===== src/rtl/dm_arbiter.sv =====
// Two-master arbiter for the MIPS data-memory port: CPU M-stage (m0) and DMA/debug (m1).
// Zero-latency grant, round-robin ties, locked bursts with a bounded hold and a conflict counter.
module dm_arbiter #(
    parameter int MAX_HOLD = 8,
    parameter int CNT_W    = 16
) (
    input  logic              clk,
    input  logic              reset,
    input  logic              m0_req,
    input  logic              m1_req,
    input  logic              m0_lock,
    input  logic              m1_lock,
    input  logic [31:0]       m0_addr,
    input  logic [31:0]       m1_addr,
    input  logic [31:0]       m0_wdata,
    input  logic [31:0]       m1_wdata,
    input  logic [3:0]        m0_byteen,
    input  logic [3:0]        m1_byteen,
    output logic              m0_gnt,
    output logic              m1_gnt,
    output logic [31:0]       s_rdata,
    output logic [31:0]       m_data_addr,
    output logic [31:0]       m_data_wdata,
    output logic [3:0]        m_data_byteen,
    input  logic [31:0]       m_data_rdata,
    output logic [1:0]        owner,
    output logic [CNT_W-1:0]  conflict_cnt
);

    localparam int HOLD_W = $clog2(MAX_HOLD + 1);

    typedef enum logic [1:0] {
        OWN_NONE = 2'd0,
        OWN_M0   = 2'd1,
        OWN_M1   = 2'd2
    } owner_t;

    owner_t             r_owner;
    owner_t             w_ownerNext;
    logic               r_pri;
    logic               w_priNext;
    logic [HOLD_W-1:0]  r_holdCnt;
    logic [HOLD_W-1:0]  w_holdNext;
    logic [HOLD_W-1:0]  w_holdInc;
    logic [CNT_W-1:0]   r_conflictCnt;
    logic [CNT_W-1:0]   w_conflictNext;
    logic               w_gnt0;
    logic               w_gnt1;
    logic               w_holdFull;
    logic               w_bothReq;

    assign w_bothReq  = m0_req & m1_req;
    assign w_holdFull = (r_holdCnt == HOLD_W'(MAX_HOLD));
    assign w_holdInc  = w_holdFull ? r_holdCnt : r_holdCnt + HOLD_W'(1);

    // An exhausted owner yields to a waiting non-owner; otherwise the owner wins.
    always_comb begin
        w_gnt0 = 1'b0;
        w_gnt1 = 1'b0;
        if (!reset) begin
            case (r_owner)
                OWN_M0: begin
                    if (m0_req && !(m1_req && w_holdFull)) w_gnt0 = 1'b1;
                    else if (m1_req)                       w_gnt1 = 1'b1;
                end
                OWN_M1: begin
                    if (m1_req && !(m0_req && w_holdFull)) w_gnt1 = 1'b1;
                    else if (m0_req)                       w_gnt0 = 1'b1;
                end
                default: begin
                    if (w_bothReq) begin
                        w_gnt0 = ~r_pri;
                        w_gnt1 = r_pri;
                    end else begin
                        w_gnt0 = m0_req;
                        w_gnt1 = m1_req;
                    end
                end
            endcase
        end
    end

    always_comb begin
        w_ownerNext    = r_owner;
        w_priNext      = r_pri;
        w_holdNext     = r_holdCnt;
        w_conflictNext = r_conflictCnt;
        if (w_gnt0) begin
            if (m0_lock) begin
                w_ownerNext = OWN_M0;
                w_holdNext  = (r_owner == OWN_M0) ? w_holdInc : HOLD_W'(1);
            end else begin
                w_ownerNext = OWN_NONE;
                w_holdNext  = '0;
                w_priNext   = 1'b1;
            end
        end else if (w_gnt1) begin
            if (m1_lock) begin
                w_ownerNext = OWN_M1;
                w_holdNext  = (r_owner == OWN_M1) ? w_holdInc : HOLD_W'(1);
            end else begin
                w_ownerNext = OWN_NONE;
                w_holdNext  = '0;
                w_priNext   = 1'b0;
            end
        end
        if (w_bothReq && (r_conflictCnt != '1)) begin
            w_conflictNext = r_conflictCnt + CNT_W'(1);
        end
    end

    always_ff @(posedge clk) begin
        if (reset) begin
            r_owner       <= OWN_NONE;
            r_pri         <= 1'b0;
            r_holdCnt     <= '0;
            r_conflictCnt <= '0;
        end else begin
            r_owner       <= w_ownerNext;
            r_pri         <= w_priNext;
            r_holdCnt     <= w_holdNext;
            r_conflictCnt <= w_conflictNext;
        end
    end

    assign m0_gnt        = w_gnt0;
    assign m1_gnt        = w_gnt1;
    assign m_data_addr   = w_gnt0 ? m0_addr   : (w_gnt1 ? m1_addr   : 32'd0);
    assign m_data_wdata  = w_gnt0 ? m0_wdata  : (w_gnt1 ? m1_wdata  : 32'd0);
    assign m_data_byteen = w_gnt0 ? m0_byteen : (w_gnt1 ? m1_byteen : 4'd0);
    assign s_rdata       = m_data_rdata;
    assign owner         = r_owner;
    assign conflict_cnt  = r_conflictCnt;

endmodule


===== config.mk =====
export PLATFORM = sky130hd
export DESIGN_NAME = dm_arbiter
export DESIGN_NICKNAME = d
export VERILOG_FILES = /design/src/rtl/dm_arbiter.sv
export SDC_FILE = /design/constraint.sdc
export NUM_CORES = 1
export LEC_CHECK = 0
export CORE_AREA = 2 2 115 117
export DETAILED_ROUTE_END_ITERATION = 7
export DIE_AREA = 0 0 117 119
export DONT_BUFFER_PORTS = 1
export PLACE_DENSITY = 0.39
export SYNTH_ARGS = -nofsm -noshare
export SYNTH_HDL_FRONTEND = slang
export SYNTH_SLANG_ARGS = --single-unit

===== constraint.sdc =====
create_clock -name clk -period 3.05 [get_ports clk]
set_clock_uncertainty 0.05 [all_clocks]
set_input_delay 0.61 -clock clk [delete_from_list [all_inputs] [get_ports clk]]
set_output_delay 0.61 -clock clk [all_outputs]
set_load 0.03 [all_outputs]

==> qor_table.md, run 1 <==
| Metric | Reported | Unit |
|:---|:---|:---|
| Result of the run | complete, no violations | - |
| Fill cell instance count of the final layout | 1426 | - |
| Share of total power in combinational logic | 0.483 | - |
| Post-synthesis sequential area ratio | 0.176 | - |
| Worst setup path startpoint | r_holdCnt[0]$_SDFFE_PP0P_ | - |
| Highest attainable clock frequency | 343 | MHz |
| Floorplan row count | 42 | - |
| TritonCTS clock tree | yes | - |
| Die outline width | 117 | um |
| Share of post-route cells with drive strength above 1 | 0.235 | - |
| Category of the worst setup path launch point | flop | - |
| Number of hold violations in the final report | 0 | - |
| Unique cell type count in the Yosys netlist | 47 | - |
| Final non-filler cell area | 3450 | um2 |
| Number of global-route vias before repair | 2772 | - |
| Switching Share | 0.403 | - |
| Top-Level Pins | 294 | - |
| Area share of the leading cell type in the synthesized netlist | 0.204 | - |
| Static Leakage | 1.62 | nW |
| Worst min-delay path category | in -> reg | - |
| Vias | 3102 | - |
| Area of the die | 13900 | um2 |
| Worst-path cell with the longest stage delay | sky130_fd_sc_hd__dfxtp_4 | - |
| Relative contribution of the clock network to total power | 0.243 | - |
| Cell area after placement | 3210 | um2 |
| Total congestion overflow | 0 | - |
| Maximum number of pins on one net before global-route repair | 48 | - |
| Flip-flop and latch count after synthesis | 23 | - |
| Count of input and output buffers | 0 | - |
| Final setup violation count | 0 | - |
| Final wirelength | 10700 | um |
| Clock-pin transition on the worst setup and hold timing paths | 0.06 | ns |
| P&R area growth vs syn | 31.8 | % |
| Vertical die dimension | 119 | um |
| H-tree depth reported by CTS | 1 | - |
| Post-synth EDFFs | 0 | - |
| Power density normalized to cell area | 341 | nW/um2 |
| Leading area contributor after synthesis | sky130_fd_sc_hd__nand2_1 | - |
| Crit-path max FO | 47 | - |
| Global-route usage over all layers | 0.134 | - |
| Gate Count Post-Synth | 428 | - |
| Total core area | 12900 | um2 |
| Count of routing violations after the opening detailed-route iteration | 313 | - |
| Transition at the pin with the smallest max-transition slack | 0.528 | ns |
| Share of the cycle needed by the critical path after routing | 0.955 | - |
| Routability congestion estimate from global placement | 0.882 | - |
| Cell area after technology mapping | 2610 | um2 |
| Cell total after placement | 629 | - |
| Worst EP arrival | 2.25 | ns |
| Type of the worst setup path | reg -> out | - |
| Sinks on the clock net | 23 | - |
| Clk buf depth | 2 | - |
| Drc violations | 0 | - |
| Most common library cell in the layout ignoring fill and taps | sky130_fd_sc_hd__nand2_1 | - |
| Data required time of the critical path | 2.39 | ns |
| TritonCTS buffer count | 3 | - |
| Category of the worst setup path capture point | output pin | - |
| Most repeated library cell on the critical path | sky130_fd_sc_hd__buf_4 | - |
| Highest-count cells in the layout ignoring fill and taps | sky130_fd_sc_hd__nand2_1 (142), sky130_fd_sc_hd__buf_4 (78), sky130_fd_sc_hd__nand3_1 (75) | - |
| NetSw | 0.473 | mW |
| Root buf cell | sky130_fd_sc_hd__clkbuf_16 | - |
| Initial Utilization | 0.203 | - |
| Start point of the worst hold path | reset | - |
| Global-route wire length before repair | 14700 | um |
| Per-cell routed wire length | 16.7 | um |
| Leading post-synthesis cells by cell area | sky130_fd_sc_hd__nand2_1 (20%), sky130_fd_sc_hd__dfxtp_1 (18%), sky130_fd_sc_hd__nand3_1 (14%) | - |
| Total chip power | 1.17 | mW |
| Worst skew pair latency | 0.26 | ns |
| Detail Route Antenna Nets | 0 | - |
| Share of synthesized registers carrying an async set or reset | 0 | - |
| Relative slew margins | 0.648 | - |
| Final-stage net count | 643 | - |
| Worst voltage drop across the vdd grid | 0.173 | mV |
| Post-synthesis net count | 607 | - |
| Int Power | 0.700 | mW |
| Critical path cell sequence | inv_2 -> ha_1 -> nand3b_1 -> buf_4 -> mux2i_1 -> a21o_2 -> buf_12 -> nand3_1 -> nand2_1 -> buf_4 | - |
| Synth Flop Type | sky130_fd_sc_hd__dfxtp_1 | - |
| Portion of total power attributed to sequential cells | 0.274 | - |
| Reg2reg setup slack | 0.62 | ns |
| Via-to-Cell Ratio | 4.85 | - |
| Count of final max-slew check failures | 0 | - |
| Average footprint of a synthesized cell | 6.11 | um2 |
| Maximum cell stage delay along the critical path | 0.37 | ns |
| Max_cap viols | 0 | - |
| Layout Utilization | 0.268 | - |
| DRT Pass-1 Iters | 4 | - |
| Shortest period the worst path allows | 2.91 | ns |
| Antenna violations before repair | 0 | - |
| Synth Warn # | 0 | - |
| Dpl hpwl | 7730 | um |
| Origin of the critical flop-to-flop path | r_holdCnt[0]$_SDFFE_PP0P_ | - |
| Final Non-Filler Cells | 640 | - |
[worst paths after layout]
path / to / depth (start not counted)
setup reg to reg: r_holdCnt[1]$_SDFFE_PP0P_ / 10
hold / removal: r_holdCnt[1]$_SDFFE_PP0P_ / 1
hold reg to reg: r_pri$_SDFFE_PP0P_ / 2
setup / recovery: m_data_wdata[23] / 10
[per-layer routing]
| layer | vias to the layer above | global-route usage | part of all wire |
|---|---|---|---|
| met5 | - | 0 | 0 |
| met4 | 0 | 0.0279 | 0.013 |
| met3 | 13 | 0.0285 | 0.078 |
| met2 | 159 | 0.235 | 0.50 |
| met1 | 1441 | 0.167 | 0.41 |
| li1 | 1489 | - | - |
[power groups by stage]
stage                     Sequential [mW]  Combinational [mW]  Clock (mW)
final                               0.322               0.567       0.285
after global routing                0.323               0.606       0.313
after CTS                           0.320               0.560       0.297
after detailed placement            0.327               0.528           0
after global placement              0.327               0.525           0
after floorplan                     0.327               0.418           0
[area by class of cell]
cell class | count | area [um2] | share of cell area
diodes | 1 | 2.50 | 0.000726
clock buffers | 4 | 78.8 | 0.0229
inverters | 8 | 32.5 | 0.00944
multi-input cells | 337 | 1800 | 0.521
flip-flops and latches | 23 | 467 | 0.135
well taps | 176 | 220 | 0.0639
repair buffers | 91 | 850 | 0.247
[cells in the mapped netlist, drive strengths merged, types with 2 or more instances]
| cell | n |
|---|---|
| and2 | 2 |
| nand2 | 142 |
| mux2 | 2 |
| o21ai | 5 |
| nand3 | 75 |
| or3 | 6 |
| a211oi | 3 |
| nand3b | 2 |
| xor2 | 7 |
| and3 | 4 |
| nor3 | 3 |
| nor4 | 3 |
| o2111ai | 2 |
| ha | 5 |
| o211ai | 2 |
| xnor2 | 7 |
| nor2b | 4 |
| mux2i | 3 |
| dfxtp | 23 |
| clkbuf | 12 |
| a311oi | 2 |
| nor3b | 3 |
| and4 | 2 |
| inv | 8 |
| nor2 | 23 |
| a31oi | 3 |
| a21oi | 6 |
| nor4b | 2 |
| buf | 48 |
| nand4 | 8 |
[logic make-up after synthesis]
family / Yosys count / share of synthesized area
AOI/OAI and AO/OA: 29 / 0.0852
xor gates and xnor gates: 14 / 0.0469
adders and majority gates: 5 / 0.0239
buffers and inverters: 68 / 0.151
DFF: 23 / 0.176
muxes: 5 / 0.0201
and+or+nand+nor: 284 / 0.497
[metrics by stage]
stage / worst slack [ns] / hold slack, ns / setup TNS, ns
2_1_floorplan: 0.0822 / 0.406 / 0
3_3_place_gp: 0.0970 / 0.446 / 0
3_5_place_dp: 0.0953 / 0.440 / 0
4_1_cts: -0.0316 / 0.354 / -0.898
5_1_grt: -0.00613 / 0.357 / -0.00613
6_report: 0.136 / 0.362 / 0
[flip-flops by register name, summed over array words and instances, names as in the netlist]
name / count
r_pri: 1
r_holdCnt: 4
owner: 2
conflict_cnt: 16
[critical path, delay by kind of cell, from the launching register on]
kind | cells | cell delay, ns
mux | 1 | 0.18
simple gates | 3 | 0.41
flops | 1 | 0.37
buf+inv | 4 | 0.58
compound gates | 1 | 0.20
fa+ha+maj | 1 | 0.21
[timing repair]
action,CTS,global route
resized for setup,6,10
hold buffers,0,0
setup endpoints to repair,68,68
buffers inserted,1,3
cloned,2,1
pin swaps,2,2
Power figures use the tool's default switching activity.
==> run 2, diff against run 1 <==
--- a/config.mk
+++ b/config.mk
@@ -6,6 +6,7 @@
 export NUM_CORES = 1
 export LEC_CHECK = 0
 export CORE_AREA = 2 2 115 117
+export CTS_CLUSTER_SIZE = 30
 export DETAILED_ROUTE_END_ITERATION = 7
 export DIE_AREA = 0 0 117 119
 export DONT_BUFFER_PORTS = 1
==> constraint.sdc (replaced) <==
create_clock -name clk -period 2.7 [get_ports clk]
set_clock_uncertainty 0.05 [all_clocks]
set_input_delay 0.54 -clock clk [delete_from_list [all_inputs] [get_ports clk]]
set_output_delay 0.54 -clock clk [all_outputs]
set_load 0.03 [all_outputs]
==> qor_table.md, run 2 (same netlist as run 1, synthesis figures left out) <==
| Metric | Reported | Unit |
|:---|:---|:---|
| Count of input and output buffers | 0 | - |
| Max_cap viols | 0 | - |
| Power density normalized to cell area | 330 | nW/um2 |
| Max FFs per register | 16 | - |
| Worst skew pair latency | 0.26 | ns |
| Antenna violations before repair | 0 | - |
| Per-cell routed wire length | 24.0 | um |
| Shortest period the worst path allows | 2.81 | ns |
| Category of the worst setup path launch point | flop | - |
| Count of final max-slew check failures | 0 | - |
| Most common library cell in the layout ignoring fill and taps | sky130_fd_sc_hd__nand2_4 | - |
| DRT Pass-1 Iters | 5 | - |
| Result of the run | complete, but fails checks | - |
| Count of routing violations after the opening detailed-route iteration | 153 | - |
| Worst min-delay path category | in -> reg | - |
| Final wirelength | 15000 | um |
| Via-to-Cell Ratio | 5.13 | - |
| Area of the die | 13900 | um2 |
| Antenna diode count | 0 | - |
| Maximum number of pins on one net before global-route repair | 37 | - |
| Category of the worst setup path capture point | output pin | - |
| Total congestion overflow | 0 | - |
| Final setup violation count | 67 | - |
| Dpl hpwl | 8030 | um |
| Die outline width | 117 | um |
| Highest-count cells in the layout ignoring fill and taps | sky130_fd_sc_hd__nand2_4 (67), sky130_fd_sc_hd__nand2_2 (58), sky130_fd_sc_hd__buf_4 (35) | - |
| Highest attainable clock frequency | 355 | MHz |
| Static Leakage | 1.87 | nW |
| TritonCTS buffer count | 3 | - |
| Setup slack of the critical path after layout | -0.115 | ns |
| Clock-pin transition on the worst setup and hold timing paths | 0.07 | ns |
| Detail Route Antenna Nets | 0 | - |
| Top-Level Pins | 294 | - |
| H-tree depth reported by CTS | 1 | - |
| Fill cell instance count of the final layout | 1278 | - |
| Worst EP arrival | 2.22 | ns |
| Data required time of the critical path | 2.11 | ns |
| Share of the cycle needed by the critical path after routing | 1.04 | - |
| Worst Setup Slack post-DPL | -0.00169 | ns |
| Final-stage net count | 630 | - |
| Floorplan row count | 42 | - |
| Failing checks | setup timing | - |
| Setup total negative slack | -3.92 | ns |
| Number of hold violations in the final report | 0 | - |
| Global-route usage over all layers | 0.162 | - |
| Setup repair after global routing missed its margin | yes | - |
| Number of global-route vias before repair | 2898 | - |
| Vias | 3213 | - |
| Multi-input combinational cell area | 2920 | um2 |
| Root buf cell | sky130_fd_sc_hd__clkbuf_16 | - |
| Relative slew margins | 0.723 | - |
| Total chip power | 1.61 | mW |
| Drc violations | 0 | - |
| Type of the worst setup path | reg -> out | - |
| Global-route wire length before repair | 17000 | um |
| Crit-path max FO | 6 | - |
| Total core area | 12900 | um2 |
| Worst voltage drop across the vdd grid | 0.229 | mV |
| P&R area growth vs syn | 86.8 | % |
| Area taken by flip-flops and latches | 470 | um2 |
| Transition at the pin with the smallest max-transition slack | 0.415 | ns |
| TritonCTS clock tree | yes | - |
| Clk buf depth | 2 | - |
| Sinks on the clock net | 23 | - |
| Share of post-route cells with drive strength above 1 | 0.622 | - |
| Vertical die dimension | 119 | um |
| Initial Utilization | 0.203 | - |
| Routability congestion estimate from global placement | 0.806 | - |
run 2: changes by cell type in the layout (fill, tap and decap cells not counted), sizes merged:
cell	change
diode	-1
clkinv	+2
buf	-25
clkbuf	+10
run 2: final timing paths:
kind | from | endpoint | slack, ns | cells past startpoint
setup / recovery | r_holdCnt[1]$_SDFFE_PP0P_ | m_data_addr[4] | -0.11 | 11
hold / removal | reset | owner[0]$_SDFFE_PP0P_ | 0.28 | 1
setup reg to reg | r_holdCnt[1]$_SDFFE_PP0P_ | r_holdCnt[3]$_SDFFE_PP0P_ | 0.15 | 12
hold reg to reg | r_pri$_SDFFE_PP0P_ | r_pri$_SDFFE_PP0P_ | 0.46 | 2
run 2: report_power, final:
part	internal, mW	leakage, nW	total, mW	switching (mW)
clock	0.200	0.0409	0.335	0.136
sequential	0.347	0.189	0.355	0.00790
combinational	0.361	1.64	0.919	0.558
run 2: routing by layer:
layer	track usage	share of wire	vias to the layer above
met5	0	0	-
met4	0.0353	0.013	0
met3	0.0672	0.11	16
met2	0.276	0.51	163
met1	0.188	0.37	1558
li1	-	-	1476
run 2: final cells by class:
class	instances	share of cell area
well taps	176	0.0451
clock inverters	1	0.00103
clock buffers	3	0.0154
flip-flops and latches	23	0.0964
repair inverters	1	0.00231
inverters	8	0.0115
multi-input cells	337	0.598
repair buffers	77	0.230
run 2: per-stage QoR:
step / util / hold slack (ns) / area [um2] / cells
after CTS: 0.299 / 0.278 / 3850 / 600
after global routing: 0.379 / 0.275 / 4880 / 626
after detailed placement: 0.231 / 0.452 / 2970 / 582
after global placement: 0.231 / 0.446 / 2970 / 582
after floorplan: - / 0.406 / 2770 / 428
final: 0.379 / 0.284 / 4880 / 626
run 2: timing repair:
action | CTS | global route
resized for setup | 131 | 131
gates cloned | 7 | 17
endpoints found under the setup margin | 69 | 69
setup buffers | 7 | 9
hold buffers | 0 | 0
pin swaps | 18 | 52
run 2: worst max-delay path: stages, from the launching register on:
cell	delay [ns]
sky130_fd_sc_hd__dfxtp_2	0.33
sky130_fd_sc_hd__inv_2	0.07
sky130_fd_sc_hd__ha_4	0.14
sky130_fd_sc_hd__nand3b_1	0.16
sky130_fd_sc_hd__a2111oi_4	0.36
sky130_fd_sc_hd__or2_4	0.20
sky130_fd_sc_hd__buf_12	0.18
sky130_fd_sc_hd__clkinv_16	0.10
sky130_fd_sc_hd__clkbuf_16	0.16
sky130_fd_sc_hd__nand2_2	0.07
sky130_fd_sc_hd__nand2_2	0.05
sky130_fd_sc_hd__buf_6	0.13
